===== config.mk =====
export PLATFORM = sky130hd
export DESIGN_NAME = booth_pp_gen_flat
export DESIGN_NICKNAME = d
export VERILOG_FILES = /design/src/rtl/booth_pp_if.sv /design/src/rtl/booth_pp_gen.sv /design/src/flat_wrapper.sv
export SDC_FILE = /design/constraint.sdc
export NUM_CORES = 1
export LEC_CHECK = 0
export CAP_MARGIN = 20
export CELL_PAD_IN_SITES_DETAIL_PLACEMENT = 1
export CELL_PAD_IN_SITES_GLOBAL_PLACEMENT = 2
export CORE_ASPECT_RATIO = 0.6
export CORE_UTILIZATION = 34
export CTS_BUF_LIST = sky130_fd_sc_hd__clkbuf_2 sky130_fd_sc_hd__clkbuf_4 sky130_fd_sc_hd__clkbuf_8
export CTS_CLUSTER_DIAMETER = 100
export DETAILED_ROUTE_END_ITERATION = 8
export GPL_TIMING_DRIVEN = 0
export PLACE_DENSITY = 0.84
export REMOVE_ABC_BUFFERS = 1
export SLEW_MARGIN = 25
export SYNTH_ARGS = -nofsm -noshare
export SYNTH_HDL_FRONTEND = slang
export SYNTH_SLANG_ARGS = --single-unit

===== constraint.sdc =====
create_clock -name clk -period 2.46 [get_ports clk]
set_input_delay 0.246 -clock clk [delete_from_list [all_inputs] [get_ports clk]]
set_output_delay 0.246 -clock clk [all_outputs]
set_load 0.005 [all_outputs]

===== src/rtl/booth_pp_if.sv =====
// Operand/partial-product bus for the Booth partial-product generator.
// A beat transfers on any rising edge where valid and ready are both high; valid never waits on ready.
interface booth_pp_if #(
  parameter int WIDTH = 8
);
  localparam int NUM_PP = WIDTH / 2;
  localparam int PPW    = WIDTH + 1;

  logic                    in_valid;
  logic                    in_ready;
  logic [WIDTH-1:0]        x_i;
  logic [WIDTH-1:0]        y_i;
  logic                    out_valid;
  logic                    out_ready;
  logic [NUM_PP*PPW-1:0]   pp_o;
  logic [NUM_PP-1:0]       sign_o;

  modport master (
    output in_valid, x_i, y_i, out_ready,
    input  in_ready, out_valid, pp_o, sign_o
  );

  modport slave (
    input  in_valid, x_i, y_i, out_ready,
    output in_ready, out_valid, pp_o, sign_o
  );
endinterface


===== src/rtl/booth_pp_gen.sv =====
// Radix-4 Booth recoder feeding a 2-entry FIFO of {partial products, negate bits}.
// The FIFO occupancy is a small three-process FSM whose state is exported on dbg_state_o.
module booth_pp_gen #(
  parameter int WIDTH = 8
) (
  input  logic       clk,
  input  logic       reset,
  booth_pp_if.slave  bus,
  output logic [1:0] dbg_state_o
);
  localparam int NUM_PP = WIDTH / 2;
  localparam int PPW    = WIDTH + 1;
  localparam int EW     = NUM_PP * PPW + NUM_PP;

  typedef enum logic [1:0] {
    EMPTY = 2'd0,
    ONE   = 2'd1,
    FULL  = 2'd2
  } state_e;

  state_e              state_q, state_d;
  logic                wr_ptr_q, wr_ptr_d;
  logic                rd_ptr_q, rd_ptr_d;
  logic [EW-1:0]       mem_q [2];

  logic                accept;
  logic                pop;
  logic [WIDTH:0]      y_ext;
  logic [PPW-1:0]      x_one;
  logic [PPW-1:0]      x_two;
  logic [2:0]          trip;
  logic [PPW-1:0]      mag;
  logic                neg;
  logic [NUM_PP*PPW-1:0] enc_pp;
  logic [NUM_PP-1:0]   enc_sign;
  logic [EW-1:0]       head;

  assign accept = bus.in_valid & bus.in_ready;
  assign pop    = bus.out_valid & bus.out_ready;

  // y_ext[0] is the implicit y[-1]=0, so row k looks at y_ext[2k+2:2k].
  assign y_ext = {bus.y_i, 1'b0};
  assign x_one = {bus.x_i[WIDTH-1], bus.x_i};
  assign x_two = {bus.x_i, 1'b0};

  always_comb begin
    enc_pp   = '0;
    enc_sign = '0;
    trip     = '0;
    mag      = '0;
    neg      = 1'b0;
    for (int k = 0; k < NUM_PP; k++) begin
      trip = y_ext[2*k +: 3];
      mag  = '0;
      neg  = 1'b0;
      case (trip)
        3'b001, 3'b010: mag = x_one;
        3'b101, 3'b110: begin mag = x_one; neg = 1'b1; end
        3'b011:         mag = x_two;
        3'b100:         begin mag = x_two; neg = 1'b1; end
        default:        mag = '0;
      endcase
      enc_pp[k*PPW +: PPW] = neg ? ~mag : mag;
      enc_sign[k]          = neg;
    end
  end

  always_ff @(posedge clk) begin
    if (reset) begin
      state_q  <= EMPTY;
      wr_ptr_q <= 1'b0;
      rd_ptr_q <= 1'b0;
      mem_q[0] <= '0;
      mem_q[1] <= '0;
    end else begin
      state_q  <= state_d;
      wr_ptr_q <= wr_ptr_d;
      rd_ptr_q <= rd_ptr_d;
      // Accept and pop never target the same slot: in ONE the pointers differ.
      if (accept) mem_q[wr_ptr_q] <= {enc_pp, enc_sign};
      if (pop)    mem_q[rd_ptr_q] <= '0;
    end
  end

  always_comb begin
    state_d  = state_q;
    wr_ptr_d = wr_ptr_q ^ accept;
    rd_ptr_d = rd_ptr_q ^ pop;
    case (state_q)
      EMPTY:   if (accept) state_d = ONE;
      ONE: begin
        if (accept && !pop)      state_d = FULL;
        else if (pop && !accept) state_d = EMPTY;
      end
      FULL:    if (pop) state_d = ONE;
      default: state_d = EMPTY;
    endcase
  end

  always_comb begin
    bus.in_ready  = !reset && (state_q != FULL);
    bus.out_valid = !reset && (state_q != EMPTY);
    head          = bus.out_valid ? mem_q[rd_ptr_q] : '0;
    bus.pp_o      = head[EW-1:NUM_PP];
    bus.sign_o    = head[NUM_PP-1:0];
    dbg_state_o   = state_q;
  end
endmodule

===== src/flat_wrapper.sv =====
// flat-port wrapper written by rule: the top's interface ports become plain ports
module booth_pp_gen_flat 
#(
  parameter int WIDTH = 8
)
  (clk, reset, dbg_state_o, bus_in_valid, bus_x_i, bus_y_i, bus_out_ready, bus_in_ready, bus_out_valid, bus_pp_o, bus_sign_o);
  booth_pp_if #(.WIDTH(WIDTH)) bus_i ();
  input  logic clk;
  input  logic reset;
  output logic [1:0] dbg_state_o;
  input wire logic [$bits(bus_i.in_valid)-1:0] bus_in_valid;
  input wire logic [$bits(bus_i.x_i)-1:0] bus_x_i;
  input wire logic [$bits(bus_i.y_i)-1:0] bus_y_i;
  input wire logic [$bits(bus_i.out_ready)-1:0] bus_out_ready;
  output wire logic [$bits(bus_i.in_ready)-1:0] bus_in_ready;
  output wire logic [$bits(bus_i.out_valid)-1:0] bus_out_valid;
  output wire logic [$bits(bus_i.pp_o)-1:0] bus_pp_o;
  output wire logic [$bits(bus_i.sign_o)-1:0] bus_sign_o;
  assign bus_i.in_valid = bus_in_valid;
  assign bus_i.x_i = bus_x_i;
  assign bus_i.y_i = bus_y_i;
  assign bus_i.out_ready = bus_out_ready;
  assign bus_in_ready = bus_i.in_ready;
  assign bus_out_valid = bus_i.out_valid;
  assign bus_pp_o = bus_i.pp_o;
  assign bus_sign_o = bus_i.sign_o;
  booth_pp_gen #(.WIDTH(WIDTH)) u_core (.clk(clk), .reset(reset), .bus(bus_i), .dbg_state_o(dbg_state_o));
endmodule

[Word level (Yosys, flattened, before mapping)]
Memory sizes are Yosys's and may differ from the RTL's. A register that Yosys moved wholly into a read port is not among the register bits.
Cells that the tools add are included.
Storage, ports and cells
  register bits after elaboration: 4
  RAM bits: 80
  bits of input ports: 20
  output and inout bits: 44
  memories kept: 1
Memories
  u_core.mem_q: words 2, width 40, rd ports 1, clocked after memory_dff 1, write ports 2, line booth_pp_gen.sv:24  | logic [EW-1:0] mem_q [2];
Operators by class
  eq/ne operators: 27
  mux-type cells: 33
  bitwise logic cells: 8
  reductions and logical operators: 23
Operators by type and width (number)
  $mux 40: 3
  $reduce_or 40->1: 2
  $pmux 9 s2: 4
  $mux 9: 4
  $not 9->9: 4
  $eq 3x3->1 const B: 9
  $eq 3x2->1 const B: 6
  $mux 1: 17
  $reduce_or 4->1: 3
  $reduce_or 2->1: 5
  $eq 3x1->1 const B: 3
  $reduce_or 3->1: 3
  $mux 2: 4
  $eq 2x2->1 const B: 3
  $pmux 2 s3: 1
  $eq 2x1->1 const B: 2
  $logic_and 1x1->1: 4
  $ne 2x1->1 const B: 2
  $logic_not 1->1: 3
  $ne 3x1->1 const B: 1
  $reduce_and 3->1: 1
  $and 1x1->1: 2
  $logic_not 2->1: 1
  $ne 2x2->1 const B: 1
  2 further kinds: 3

[Logic depth before layout (Yosys ltp)]
Gate-level depths: netlist (run 1).
  depth in word-level cells: 8
  depth in mapped cells: 8

[Least setup slack after synthesis (run 1)]
No wires, ideal clock.
  path kind: input to register
  start: in bus_y_i[5]
  end: mem u_core.mem_q[1][32] in the netlist's numbering
  setup time: 133 ps
  data arrival time: 1869 ps
  data required time: 2327 ps
  path slack: 457 ps
  stages on the path: 7
  path buffers: 1
  cells stage by stage: buf_1 inv_1 ha_1 o31ai_1 nand4_1 mux2i_1 nor3_1
RTL lines
  start, declared: line flat_wrapper.sv:13  | input wire logic [$bits(bus_i.y_i)-1:0] bus_y_i;
  end, declared: line booth_pp_gen.sv:24

==> metrics.log, run 1 <==
INFO  metric run_status = finished, final reports clean
INFO  metric launching_element_type_of_the_critical_path = input port
INFO  metric post-place-ws = -0.7892 ns
INFO  metric post_synth_inst_count = 571
INFO  metric setup_crit_end_kind = flop
INFO  metric number_of_synthesized_flops_with_an_enable_pin = 0
INFO  metric ff2ff_setup_slack = 0.21 ns
INFO  metric cts.clk_slew.worst_paths = 0.09 ns
INFO  metric maximum_number_of_pins_on_one_net_before_global_route_repair = 34
INFO  metric holdCritStartpoint = reset
INFO  metric pin_count = 64
INFO  metric multi_input_combinational_cell_area = 0.002848 mm^2
INFO  metric drt_wl_total = 16.33 mm
INFO  metric dpl.cell_count = 761
INFO  metric cts_root_buf = sky130_fd_sc_hd__clkbuf_8
INFO  metric clock_tree_from_tritoncts = built
INFO  metric clock.fmax = 0.4294 GHz
INFO  metric criticalPathCategory = in2reg
INFO  metric worstReg2RegStart = u_core.dbg_state_o[1]
INFO  metric final-seq-area = 0.001688 mm^2
INFO  metric hold_path_end = u_core.mem_q[1][17]
INFO  metric die_height = 93.53 um
INFO  metric p_per_area = 538.0 mW/mm^2
INFO  metric synth_seq_cells = 84
INFO  metric placement_rows = 33
INFO  metric vdd.ir_drop.worst = 0.0002314 V
INFO  metric initial_utilization = 34.84%
INFO  metric numClockSinks = 84
INFO  metric max_slew_headroom = 41.12%
INFO  metric globalRoute.totalOverflow = 0
INFO  metric dp.final_hpwl = 10.46 mm
INFO  metric wl_met1 = 7.611 mm
INFO  metric fillCellCount = 1575
INFO  metric total_of_warnings_raised_by_yosys = 0
INFO  metric port-buffer-count = 63
INFO  metric timing.rr.end = u_core.mem_q[1][15]
INFO  metric drt_first_pass_iters = 5
INFO  metric data_arrival_time_of_the_critical_path = 2.58 ns
INFO  metric rsz_0062_raised_after_global_routing = no
INFO  metric antenna_violations_before_repair = 0
INFO  metric final_layout_size_suffix_gt1_share = 10.60%
INFO  metric timing.final.crit_share = 94.66%
INFO  metric grt_pass1_wl = 25.78 mm
INFO  metric netlist-cell-type-count = 39
INFO  metric die_width = 154.5 um
INFO  metric gp_congestion = 0.7520
INFO  metric synth_flop_cell = sky130_fd_sc_hd__dfxtp_1
INFO  metric uppermost_routed_layer = met4
INFO  metric route.met3.wl = 1.000 mm
INFO  metric stdcell_count = 779
INFO  metric area_enclosed_by_the_die_boundary = 0.01445 mm^2
INFO  metric n_antenna_cell = 0
INFO  metric cts_hold_repair.buffers = 0
INFO  metric cts_buffers = 9
INFO  metric nets_final = 625
INFO  metric drt_drc_violations_left = 0
INFO  metric layout.cells.most_common = sky130_fd_sc_hd__dfxtp_1
INFO  metric routed_via_density = 5.709
INFO  metric wire_per_inst = 20.96 um
INFO  metric vias = 4447
INFO  metric wl_met2 = 7.560 mm
INFO  metric clk_latency = 0.37 ns
INFO  metric timing.final.hold_violations = 0
INFO  metric final_cell_area = 0.005779 mm^2
INFO  metric tns = 0 ns
INFO  metric reg2reg_depth = 6
INFO  metric critical_path_required = 2.71 ns
INFO  metric grt.total_usage = 23.64%
INFO  metric worst-slew-pin-transition = 0.8804 ns
INFO  metric placedInstanceArea = 0.005545 mm^2
INFO  metric layout_min_cycle_time = 2.329 ns
INFO  metric path_max_fanout = 17
INFO  metric min-delay-path-class = in2reg
INFO  metric cap_viol_max_count = 0
INFO  metric layout.cells.most_common_list = sky130_fd_sc_hd__dfxtp_1, sky130_fd_sc_hd__mux2i_1, sky130_fd_sc_hd__nor2_1
INFO  metric flow.area_growth_from_synthesis = 21.74%
INFO  metric post_synth_instance_area = 0.004747 mm^2
INFO  metric cts.htree.levels = 3
INFO  metric cts_max_path_buffers = 2
INFO  metric hold-path-cell-count = 3
INFO  metric detail_route.iter0.violations = 216
INFO  metric syn-mean-instance-area = 8.314 um^2
INFO  metric synth-seq-area-share = 35.42%
INFO  metric timing.final.max_slew_violations = 0
INFO  metric asyncSetResetFlopFracSynth = 0%
INFO  metric setup_ws = 0.1314 ns
INFO  metric leakagePower = 1.974 nW
INFO  metric setup_violations = 0
INFO  metric postRouteAntennaNets = 0
INFO  metric vias_in_the_first_global_route = 4737
INFO  metric finClkSkew = 0.01193 ns
INFO  metric core-area = 0.01363 mm^2
per-stage QoR:
| step | total power, mW | utilization [%] | hold WS, ns |
|---|---|---|---|
| after global routing | 3.255 | 42.42 | 0.4389 |
| after global placement | 2.104 | 39.20 | 0.4530 |
| after floorplan | 1.876 | - | 0.3151 |
| after detailed placement | 2.150 | 40.70 | 0.4656 |
| after CTS | 3.124 | 42.24 | 0.4227 |
| final | 3.109 | 42.42 | 0.4354 |
cell usage after synthesis, types with 2 or more instances:
master / n / area share (%)
sky130_fd_sc_hd__dfxtp_1: 84 / 35
sky130_fd_sc_hd__mux2i_1: 65 / 14
sky130_fd_sc_hd__nor2_1: 64 / 5.1
sky130_fd_sc_hd__a21oi_1: 53 / 5.6
sky130_fd_sc_hd__clkbuf_1: 43 / 3.4
sky130_fd_sc_hd__nand3_1: 35 / 3.7
sky130_fd_sc_hd__o22ai_1: 32 / 4.2
sky130_fd_sc_hd__nand3b_1: 31 / 4.9
sky130_fd_sc_hd__nand2_1: 29 / 2.3
sky130_fd_sc_hd__nor3_1: 18 / 1.9
sky130_fd_sc_hd__xnor2_1: 17 / 3.1
sky130_fd_sc_hd__buf_2: 12 / 1.3
sky130_fd_sc_hd__o22ai_2: 10 / 2.6
sky130_fd_sc_hd__a211oi_1: 9 / 1.4
sky130_fd_sc_hd__nand2b_1: 8 / 1.1
sky130_fd_sc_hd__a22o_1: 7 / 1.3
sky130_fd_sc_hd__a22oi_1: 7 / 1.1
sky130_fd_sc_hd__inv_1: 5 / 0.40
sky130_fd_sc_hd__mux2_2: 5 / 1.2
sky130_fd_sc_hd__o21ai_0: 5 / 0.53
sky130_fd_sc_hd__ha_1: 4 / 1.1
sky130_fd_sc_hd__nand4_1: 4 / 0.53
sky130_fd_sc_hd__buf_1: 3 / 0.24
sky130_fd_sc_hd__nor2b_1: 3 / 0.40
sky130_fd_sc_hd__a21bo_2: 2 / 0.42
sky130_fd_sc_hd__buf_6: 2 / 0.47
sky130_fd_sc_hd__or3b_2: 2 / 0.37
registers in the layout (all words and copies together), names as in the netlist:
register / count
u_core.mem_q: 80
u_core.dbg_state_o: 2
u_core.rd_ptr_q: 1
u_core.wr_ptr_q: 1
report_power, final:
| group | leakage, nW | internal [mW] | switching (mW) |
|---|---|---|---|
| clock | 0.0913 | 0.455 | 0.514 |
| combinational | 1.20 | 0.270 | 0.375 |
| sequential | 0.687 | 1.44 | 0.0522 |
logic make-up (layout without fill, tap and decap cells):
kind of cell | count (synthesis) | in the layout | share of synthesized area, %
multiplexers | 70 | 70 | 14.89
XOR/XNOR | 18 | 18 | 3.321
AO/OA/AOI/OAI | 129 | 131 | 18.13
flip-flops | 84 | 84 | 35.42
adder cells (fa/ha/maj) | 4 | 4 | 1.054
AND/OR/NAND/NOR | 200 | 200 | 21.32
buffers and inverters | 66 | 97 | 5.851
per-layer routing:
metal / vias up / global-route usage, %
met4: 0 / 7.178
met3: 16 / 4.773
met5: - / 0
met1: 2200 / 30.41
li1: 2104 / -
met2: 127 / 39.93
worst max-delay path: stages:
cell and delay (ns):
sky130_fd_sc_hd__clkdlybuf4s15_2 0.46, sky130_fd_sc_hd__inv_1 0.12, sky130_fd_sc_hd__ha_1 0.25, sky130_fd_sc_hd__o31ai_1 0.58, sky130_fd_sc_hd__nand4_1 0.49, sky130_fd_sc_hd__mux2i_1 0.34
sky130_fd_sc_hd__nor3_1 0.09
what timing repair did:
action / 4_1_cts / 5_1_grt
pin swaps: 1 / 0
setup buffers: 0 / 2
endpoints found under the hold margin: 0 / 0
gates resized for setup: 5 / 2
endpoints found under the setup margin: 74 / 35
gates cloned: 2 / 0
layout make-up:
class	instances	area share (%)
repair buffers	77	14.27
clock buffers	9	2.143
clock inverters	5	0.9309
inverters	6	0.3897
well taps	175	3.789
multi-input cells	423	49.27
flip-flops and latches	84	29.21
worst max-delay path by stage:
stage | startpoint | to | depth (start not counted)
detailed placement | bus_y_i[5] | u_core.mem_q[0][35] | 7
finish | bus_y_i[5] | u_core.mem_q[0][35] | 7
global route | u_core.dbg_state_o[1] | bus_pp_o[5] | 3
floorplan | u_core.rd_ptr_q | u_core.mem_q[0][13] | 2
global placement | reset | u_core.mem_q[0][13] | 4
CTS | u_core.dbg_state_o[0] | u_core.mem_q[1][15] | 6
No activity file was read; power rests on OpenSTA's default activity.
==> run 2, diff against run 1 <==
HOLD_SLACK_MARGIN = 0.12   (was not set)
==> results of run 2 <==
Final layout, timing and power as in run 1 (identical DEF).
